$ cat src/rtl/mem_fifo_ctrl_if.sv
// rtl/mem_fifo_ctrl_if.sv - push/pop handshake and mem-side bus of the FIFO controller
// Optional overflow/underflow flags exist only when MEM_FIFO_ERR_EN is defined.
interface mem_fifo_ctrl_if #(
  parameter int DATA_WIDTH = 16,
  parameter int ADDR_WIDTH = 6
);
  logic                  push;
  logic [DATA_WIDTH-1:0] push_data;
  logic                  pop;
  logic [DATA_WIDTH-1:0] pop_data;
  logic                  pop_valid;
  logic                  full;
  logic                  empty;
  logic [ADDR_WIDTH:0]   count;
  logic [DATA_WIDTH-1:0] mem_data;
  logic [ADDR_WIDTH-1:0] mem_write_addr;
  logic [ADDR_WIDTH-1:0] mem_read_addr;
  logic                  mem_we;
  logic [DATA_WIDTH-1:0] mem_q;
`ifdef MEM_FIFO_ERR_EN
  logic                  overflow;
  logic                  underflow;
`endif

  modport slave (
    input  push, push_data, pop, mem_q,
    output pop_data, pop_valid, full, empty, count,
           mem_data, mem_write_addr, mem_read_addr, mem_we
`ifdef MEM_FIFO_ERR_EN
    , output overflow, underflow
`endif
  );

  modport master (
    output push, push_data, pop, mem_q,
    input  pop_data, pop_valid, full, empty, count,
           mem_data, mem_write_addr, mem_read_addr, mem_we
`ifdef MEM_FIFO_ERR_EN
    , input overflow, underflow
`endif
  );
endinterface

$ cat src/rtl/mem_fifo_ctrl.sv
// rtl/mem_fifo_ctrl.sv - FIFO controller wrapping a dual-port mem with registered read data
// Define MEM_FIFO_ERR_EN to add sticky overflow/underflow flags.
module mem_fifo_ctrl #(
  parameter int DATA_WIDTH = 16,
  parameter int ADDR_WIDTH = 6
) (
  input  logic             clk,
  input  logic             reset_n,
  mem_fifo_ctrl_if.slave   bus
);

  localparam logic [ADDR_WIDTH:0] FULL_CNT = (ADDR_WIDTH+1)'(1 << ADDR_WIDTH);

  logic [ADDR_WIDTH-1:0] wr_ptr_q, wr_ptr_d;
  logic [ADDR_WIDTH-1:0] rd_ptr_q, rd_ptr_d;
  logic [ADDR_WIDTH:0]   count_q, count_d;
  logic                  pop_valid_q, pop_valid_d;
  logic                  full, empty;
  logic                  push_acc, pop_acc;

  assign full     = (count_q == FULL_CNT);
  assign empty    = (count_q == '0);
  assign push_acc = bus.push & ~full;
  assign pop_acc  = bus.pop & ~empty;

  always_comb begin
    wr_ptr_d    = push_acc ? wr_ptr_q + ADDR_WIDTH'(1) : wr_ptr_q;
    rd_ptr_d    = pop_acc  ? rd_ptr_q + ADDR_WIDTH'(1) : rd_ptr_q;
    pop_valid_d = pop_acc;
    count_d     = count_q;
    case ({push_acc, pop_acc})
      2'b10:   count_d = count_q + (ADDR_WIDTH+1)'(1);
      2'b01:   count_d = count_q - (ADDR_WIDTH+1)'(1);
      default: count_d = count_q;
    endcase
  end

  always_ff @(posedge clk or negedge reset_n) begin
    if (!reset_n) begin
      wr_ptr_q    <= '0;
      rd_ptr_q    <= '0;
      count_q     <= '0;
      pop_valid_q <= 1'b0;
    end else begin
      wr_ptr_q    <= wr_ptr_d;
      rd_ptr_q    <= rd_ptr_d;
      count_q     <= count_d;
      pop_valid_q <= pop_valid_d;
    end
  end

  // mem registers q from read_addr, so data lines up with the delayed pop_valid
  assign bus.pop_data       = bus.mem_q;
  assign bus.pop_valid      = pop_valid_q;
  assign bus.full           = full;
  assign bus.empty          = empty;
  assign bus.count          = count_q;
  assign bus.mem_data       = bus.push_data;
  assign bus.mem_write_addr = wr_ptr_q;
  assign bus.mem_read_addr  = rd_ptr_q;
  assign bus.mem_we         = push_acc;

`ifdef MEM_FIFO_ERR_EN
  logic overflow_q, overflow_d;
  logic underflow_q, underflow_d;

  always_comb begin
    overflow_d  = overflow_q  | (bus.push & full);
    underflow_d = underflow_q | (bus.pop & empty);
  end

  always_ff @(posedge clk or negedge reset_n) begin
    if (!reset_n) begin
      overflow_q  <= 1'b0;
      underflow_q <= 1'b0;
    end else begin
      overflow_q  <= overflow_d;
      underflow_q <= underflow_d;
    end
  end

  assign bus.overflow  = overflow_q;
  assign bus.underflow = underflow_q;
`endif

endmodule

$ cat src/flat_wrapper.sv
// flat-port wrapper written by rule: the top's interface ports become plain ports
module mem_fifo_ctrl_flat 
#(
  parameter int DATA_WIDTH = 16,
  parameter int ADDR_WIDTH = 6
)
  (clk, reset_n, bus_push, bus_push_data, bus_pop, bus_mem_q, bus_pop_data, bus_pop_valid, bus_full, bus_empty, bus_count, bus_mem_data, bus_mem_write_addr, bus_mem_read_addr, bus_mem_we);
  mem_fifo_ctrl_if #(.DATA_WIDTH(DATA_WIDTH), .ADDR_WIDTH(ADDR_WIDTH)) bus_i ();
  input  logic clk;
  input  logic reset_n;
  input wire logic [$bits(bus_i.push)-1:0] bus_push;
  input wire logic [$bits(bus_i.push_data)-1:0] bus_push_data;
  input wire logic [$bits(bus_i.pop)-1:0] bus_pop;
  input wire logic [$bits(bus_i.mem_q)-1:0] bus_mem_q;
  output wire logic [$bits(bus_i.pop_data)-1:0] bus_pop_data;
  output wire logic [$bits(bus_i.pop_valid)-1:0] bus_pop_valid;
  output wire logic [$bits(bus_i.full)-1:0] bus_full;
  output wire logic [$bits(bus_i.empty)-1:0] bus_empty;
  output wire logic [$bits(bus_i.count)-1:0] bus_count;
  output wire logic [$bits(bus_i.mem_data)-1:0] bus_mem_data;
  output wire logic [$bits(bus_i.mem_write_addr)-1:0] bus_mem_write_addr;
  output wire logic [$bits(bus_i.mem_read_addr)-1:0] bus_mem_read_addr;
  output wire logic [$bits(bus_i.mem_we)-1:0] bus_mem_we;
  assign bus_i.push = bus_push;
  assign bus_i.push_data = bus_push_data;
  assign bus_i.pop = bus_pop;
  assign bus_i.mem_q = bus_mem_q;
  assign bus_pop_data = bus_i.pop_data;
  assign bus_pop_valid = bus_i.pop_valid;
  assign bus_full = bus_i.full;
  assign bus_empty = bus_i.empty;
  assign bus_count = bus_i.count;
  assign bus_mem_data = bus_i.mem_data;
  assign bus_mem_write_addr = bus_i.mem_write_addr;
  assign bus_mem_read_addr = bus_i.mem_read_addr;
  assign bus_mem_we = bus_i.mem_we;
  mem_fifo_ctrl #(.DATA_WIDTH(DATA_WIDTH), .ADDR_WIDTH(ADDR_WIDTH)) u_core (.clk(clk), .reset_n(reset_n), .bus(bus_i));
endmodule
$ cat config.mk
export PLATFORM = sky130hd
export DESIGN_NAME = mem_fifo_ctrl_flat
export DESIGN_NICKNAME = d
export VERILOG_FILES = /design/src/rtl/mem_fifo_ctrl_if.sv /design/src/rtl/mem_fifo_ctrl.sv /design/src/flat_wrapper.sv
export SDC_FILE = /design/constraint.sdc
export NUM_CORES = 1
export LEC_CHECK = 0
export BUFFER_PORTS_ARGS = -buffer_cell sky130_fd_sc_hd__buf_2
export CORE_ASPECT_RATIO = 0.9
export CORE_UTILIZATION = 45
export CTS_CLUSTER_DIAMETER = 150
export CTS_CLUSTER_SIZE = 12
export DETAILED_ROUTE_END_ITERATION = 8
export PLACE_DENSITY_LB_ADDON = 0.15
export SLEW_MARGIN = 20
export SYNTH_ARGS = -nofsm -noshare
export SYNTH_HDL_FRONTEND = slang
export SYNTH_SLANG_ARGS = --single-unit
export TNS_END_PERCENT = 100
$ cat constraint.sdc
create_clock -name clk -period 7.34 [get_ports clk]
set_input_delay 1.835 -clock clk [delete_from_list [all_inputs] [get_ports clk]]
set_output_delay 1.835 -clock clk [all_outputs]
set_load 0.005 [all_outputs]
==> impl_metrics.env, run 1 <==
export IMPL_slew_headroom=0.695
export IMPL_yosysSeqAreaShare=0.361
export IMPL_reg2reg_setup_slack_ns=4.47
export IMPL_setup_slack_ns=3.30
export IMPL_finClkSkew_ns=0.00118
export IMPL_die_area_um2=3310
export IMPL_htree_levels=1
export IMPL_required_ns=5.51
export IMPL_clkLatencyLatePin_ns=0.29
export IMPL_dpl_hpwl_um=1770
export IMPL_grt_pass1_wl_um=3500
export IMPL_setup_viol_count_final=0
export IMPL_cts_resized_gates=0
export IMPL_drt_pass1_iterations=4
export IMPL_finalWirelength_um=2330
export IMPL_coreArea_um2=2840
export IMPL_grt_pass1_vias=797
export IMPL_cts_made_buffers=3
export IMPL_ant_nets=0
export IMPL_yosysWarnings=0
export IMPL_routedWlPerCell_um=13.6
export IMPL_critPathMaxFanout=5
export IMPL_clockBufferDepth=2
export IMPL_period_needed_ns=4.04
export IMPL_drc=0
export IMPL_postCtsHoldBufs=0
export IMPL_maxCapViolCount=0
export IMPL_grt_max_degree=21
export IMPL_criticalPathCategory="primary input to output port"
export IMPL_clkTransAtPathRegs_ns=0.10
export IMPL_clockRootBuffer="clkbuf_4"
export IMPL_synth_avg_cell_area_um2=10.1
export IMPL_via_per_inst=5.06
export IMPL_first_iter_violations=15
export IMPL_status="finished, final reports clean"
export IMPL_min_from="u_core.bus.mem_read_addr[5]"
export IMPL_io_pins=91
export IMPL_antenna_found_initial=0
export IMPL_total_power_mw=0.541
export IMPL_leakage_nw=0.644
export IMPL_synthesis_instances=137
export IMPL_hold_viol=0
export IMPL_syn_to_final_growth_pct=-3.52
export IMPL_synth_largest_area_cell="dfrtp_1"
export IMPL_peakVddDrop_mv=0.147
export IMPL_ys_top_cells_by_area="dfrtp_1 (36%), buf_4 (18%), ha_1 (7.2%), xor2_1 (5.0%), xnor2_1 (3.2%)"
export IMPL_via_count=871
export IMPL_die_width_um=60.5
export IMPL_slowest_delay_ns=0.12
export IMPL_r2r_start="u_core.bus.count[3]"
export IMPL_p_per_area_nw_per_um2=404
export IMPL_finalMaxSlewViolations=0
export IMPL_ys_seq_elements=20
export IMPL_worst_setup_path_start_kind="primary input"
export IMPL_start_util=0.489
export IMPL_fmax_mhz=248
export IMPL_crit_chain="buf_2 > nand2b_4 > inv_4 > buf_2"
export IMPL_clkSinkCount=20
export IMPL_cts_tree="yes"
export IMPL_final_util=0.472
export IMPL_synth_top_area_share=0.361
export IMPL_cpMostUsedCell="buf_2"
export IMPL_io_buffers=26
export IMPL_hp_class="flip-flop to flip-flop"
export IMPL_cp_slowest_cell="buf_2"
export IMPL_reg2regPathDepth=10
export IMPL_place_congestion=0.838
export IMPL_crit_arrival_ns=2.20
export IMPL_pre_cts_ws_ns=3.30
export IMPL_holdPathEnd="u_core.bus.mem_read_addr[5]"
export IMPL_mappedNetlistArea_um2=1390
export IMPL_worst_slew_pin_slew_ns=0.458
export IMPL_cts_setup_buffers=0
export IMPL_ys_types=36
export IMPL_grtUsageTotal=0.148
export IMPL_holdPathStages=1
export IMPL_drive_gt1_frac=0.273
export IMPL_fin_crit_sh=0.550
export IMPL_r2r_end="u_core.bus.count[6]"
export IMPL_layout_nets=179
export IMPL_setup_tns_ns=0
export IMPL_rsz0062_at_grt="no"
export IMPL_startpoint="bus_push"
export IMPL_antenna_cells=0
export IMPL_rows=18
export IMPL_fp_dieH_um=54.7
export IMPL_overflow=0
export IMPL_cp_end_kind="output port"
export IMPL_synthesis_nets=182
==> synth_stat cells <==
cell type and count:
xnor2_1 5, nor4b_1 2, a31oi_1 1, nor3_1 3, inv_4 1, a21oi_1 2
nor4_4 1, mux2i_1 3, o21ai_0 1, fa_1 1, and3_1 1, xor2_1 8
nand2_1 10, o31a_1 2, nand2b_4 1, buf_4 33, nand4_1 2, nor4_1 1
buf_1 1, mux2_4 2, ha_1 8, and3b_1 1, nand3_1 2, dfrtp_1 20
and3_4 1, nor2_1 6, a211oi_1 3, o21a_1 2, nor3b_1 1, o31ai_1 1
o21bai_1 1, nor2b_2 1, a21o_1 1, inv_1 4, o21ai_1 2, nor2b_1 2
==> worst max path at each step <==
stage | endpoint | slack, ns | cells past startpoint
after floorplan | bus_mem_we | 3.55 | 2
after global placement | bus_mem_we | 3.31 | 4
after detailed placement | bus_mem_we | 3.30 | 4
after CTS | bus_mem_we | 3.30 | 4
after global routing | bus_mem_we | 3.29 | 4
final | bus_mem_we | 3.30 | 4
==> layout by cell type (no fill, tap or decap), drive strengths merged, types with 3 or more instances in the layout <==
cell type and n:
a211oi 3, buf 26, clkbuf 3, dfrtp 20, ha 8, inv 5, mux2i 3, nand2 10
nor2 6, nor2b 3, nor3 3, o21ai 3, xnor2 5, xor2 8
==> per-layer routing <==
layer,part of all wire,GRT usage,up-vias,wire length (µm)
li1,-,-,423,-
met4,0.065,0.140,0,152
met5,0,0,-,0
met1,0.46,0.175,380,1070
met2,0.39,0.218,37,910
met3,0.087,0.0402,31,202
==> power breakdown <==
part / switching (mW) / internal, mW / total [mW]
registers: 0.0657 / 0.165 / 0.231
clock network: 0.0319 / 0.0191 / 0.0511
logic: 0.120 / 0.140 / 0.260
==> sequential cells by signal, indices dropped and copies added (netlist names) <==
signal,count
u_core.bus.mem_write_addr,6
u_core.bus.mem_read_addr,6
u_core.bus.count,7
u_core.bus.pop_valid,1
==> layout make-up <==
| type | count | area [µm²] |
|---|---|---|
| fill | 288 | 1500 |
| sequential | 20 | 500 |
| multi-input combinational | 78 | 614 |
| inverter | 5 | 21.3 |
| timing repair buffer | 26 | 130 |
| clock buffer | 3 | 22.5 |
| tap | 40 | 50.0 |
==> kinds of logic (layout without fill, tap and decap cells) <==
family,count (synthesis),in the layout,share of synthesized area
muxes,5,5,0.0433
and+or+nand+nor,35,35,0.152
xor gates and xnor gates,13,13,0.0821
adders and majority gates,9,9,0.0866
buffers and inverters,39,34,0.197
AOI/OAI and AO/OA,16,16,0.0785
DFF,20,20,0.361
==> metrics by stage <==
stage          cell area (µm²)  hold WS, ns  instances
2_1_floorplan             1390        0.465        137
3_3_place_gp              1320        0.450        169
3_5_place_dp              1320        0.460        169
4_1_cts                   1340        0.475        172
5_1_grt                   1340        0.517        172
6_report                  1340        0.465        172
==> worst max-delay path: cells and delay by family <==
family,cells,cell delay (ns)
simple gates,1,0.08
buf+inv,3,0.29
(Power assumes the default switching activity.)
==> run 2, diff against run 1 <==
CORE_UTILIZATION = 42   (was 45)
clock period = 4.1 ns   (was 7.34 ns; I/O delays follow)
==> run 2 against run 1 <==
  * Setup slack worse by 2.0 ns
  * Worst hold slack better by 0.0032 ns
  * First-iteration DRC count is 87% higher
  * Non-clock buffer count stayed put
  * Final cell count is 1.7% higher
  * Wire length is 4.5% higher
  * Final area is 1.2% higher
  * Combinational power is 80% higher
  * Register-to-register slack worse by 3.2 ns
  * Largest power group unchanged
==> impl_metrics.env, run 2 (synthesized netlist as in run 1, its figures left out) <==
export IMPL_cts_resized_gates=0
export IMPL_hp_class="flip-flop to flip-flop"
export IMPL_coreArea_um2=3090
export IMPL_grtUsageMet2=0.210
export IMPL_cpMostUsedCell="ha_1"
export IMPL_setup_tns_ns=0
export IMPL_top_usage_layer="met2"
export IMPL_cts_setup_buffers=0
export IMPL_crit_arrival_ns=3.04
export IMPL_ant_nets=0
export IMPL_place_congestion=0.878
export IMPL_die_area_um2=3540
export IMPL_slowest_delay_ns=0.47
export IMPL_cts_made_buffers=3
export IMPL_clkSinkCount=20
export IMPL_clkLatencyLatePin_ns=0.30
export IMPL_fp_dieH_um=56.5
export IMPL_met1_usage=0.193
export IMPL_maxCapViolCount=0
export IMPL_via_per_inst=4.99
export IMPL_peakVddDrop_mv=0.223
export IMPL_largest_reg_flops=7
export IMPL_syn_to_final_growth_pct=-2.34
export IMPL_io_pins=91
export IMPL_rows=19
export IMPL_status="finished, final reports clean"
export IMPL_r2r_end="u_core.bus.count[6]"
export IMPL_final_common_cell="buf_2"
export IMPL_cp_slowest_cell="dfrtp_1"
export IMPL_antenna_found_initial=0
export IMPL_layout_nets=179
export IMPL_grt_pass1_vias=842
export IMPL_required_ns=4.31
export IMPL_reg2reg_setup_slack_ns=1.27
export IMPL_drc=0
export IMPL_r2r_start="u_core.bus.count[3]"
export IMPL_hold_viol=0
export IMPL_overflow=0
export IMPL_cts_tree="yes"
export IMPL_period_needed_ns=2.83
export IMPL_layout_common_cells="buf_2 (26), dfrtp_1 (20), nand2_1 (10), xor2_1 (8), ha_1 (8)"
export IMPL_min_from="u_core.bus.mem_read_addr[5]"
export IMPL_routedWlPerCell_um=13.9
export IMPL_leakage_nw=0.651
export IMPL_clkTransAtPathRegs_ns=0.12
export IMPL_path_delay_family="simple AND/OR/NAND/NOR gates"
export IMPL_fin_crit_sh=0.690
export IMPL_first_iter_violations=28
export IMPL_rsz0062_at_grt="no"
export IMPL_antenna_cells=0
export IMPL_drt_pass1_iterations=4
export IMPL_criticalPathCategory="flip-flop to flip-flop"
export IMPL_critPathMaxFanout=10
export IMPL_htree_levels=1
export IMPL_slew_headroom=0.689
export IMPL_finalWirelength_um=2440
export IMPL_holdPathStages=1
export IMPL_clockRootBuffer="clkbuf_4"
export IMPL_dpl_hpwl_um=1840
export IMPL_crit_chain="nor4_4 > and3b_1 > nor2b_2 > ha_1 > ha_1 > nor2b_1 > o31a_1 > mux2i_1 > a211oi_1"
export IMPL_holdPathEnd="u_core.bus.mem_read_addr[5]"
export IMPL_place_area_um2=1320
export IMPL_io_buffers=26
export IMPL_final_cell_area_um2=1360
export IMPL_via_count=874
export IMPL_path_buf_inv=0
export IMPL_finalMaxSlewViolations=0
export IMPL_finClkSkew_ns=0.00472
export IMPL_worst_setup_path_start_kind="flip-flop"
export IMPL_use_met3=0.0224
export IMPL_grt_pass1_wl_um=4020
export IMPL_reg2regPathDepth=9
export IMPL_cp_end_kind="flip-flop"
export IMPL_grtUsageTotal=0.148
export IMPL_start_util=0.449
export IMPL_fmax_mhz=354
export IMPL_postCtsHoldBufs=0
export IMPL_total_power_mw=1.00
export IMPL_grt_max_degree=21
export IMPL_die_width_um=62.6
export IMPL_worst_slew_pin_slew_ns=0.467
export IMPL_drive_gt1_frac=0.278
export IMPL_setup_viol_count_final=0
export IMPL_p_per_area_nw_per_um2=738
export IMPL_clockBufferDepth=2
-- run 2: how the worst max path moves through the flow --
stage                        start             endpoint  slack (ns)  depth (start not counted)
6_report       u_core.bus.count[3]  u_core.bus.count[6]        1.27                          9
5_1_grt        u_core.bus.count[3]  u_core.bus.count[6]        1.13                          9
4_1_cts        u_core.bus.count[3]  u_core.bus.count[6]        1.25                          9
3_5_place_dp               bus_pop  u_core.bus.count[6]        1.03                          9
3_3_place_gp               bus_pop  u_core.bus.count[6]        1.12                          9
2_1_floorplan              bus_pop  u_core.bus.count[6]        1.35                          8
-- run 2: final cells by class --
cell class,instances,area (µm²)
Clock buffer,4,36.3
Fill cell,316,1740
Inverter,5,21.3
Multi-Input combinational cell,78,614
Sequential cell,20,500
Tap cell,42,52.6
Timing Repair Buffer,26,130
-- run 2: metrics by stage --
| stage | hold WS, ns | cells | utilization | worst slack (ns) |
|---|---|---|---|---|
| 6_report | 0.469 | 175 | 0.438 | 1.27 |
| 3_3_place_gp | 0.452 | 171 | 0.427 | 1.12 |
| 3_5_place_dp | 0.459 | 171 | 0.427 | 1.03 |
| 5_1_grt | 0.478 | 175 | 0.438 | 1.13 |
| 2_1_floorplan | 0.465 | 137 | - | 1.35 |
| 4_1_cts | 0.475 | 175 | 0.438 | 1.25 |
-- run 2: power breakdown --
| part | internal (mW) | switching, mW |
|---|---|---|
| sequential | 0.295 | 0.121 |
| combinational | 0.252 | 0.218 |
| clock | 0.0541 | 0.0607 |
| total | 0.601 | 0.399 |
-- run 2: per-layer routing --
metal,share of wire,up-vias
met5,0,-
met4,0.058,0
met3,0.068,24
met2,0.41,36
met1,0.46,388
li1,-,426
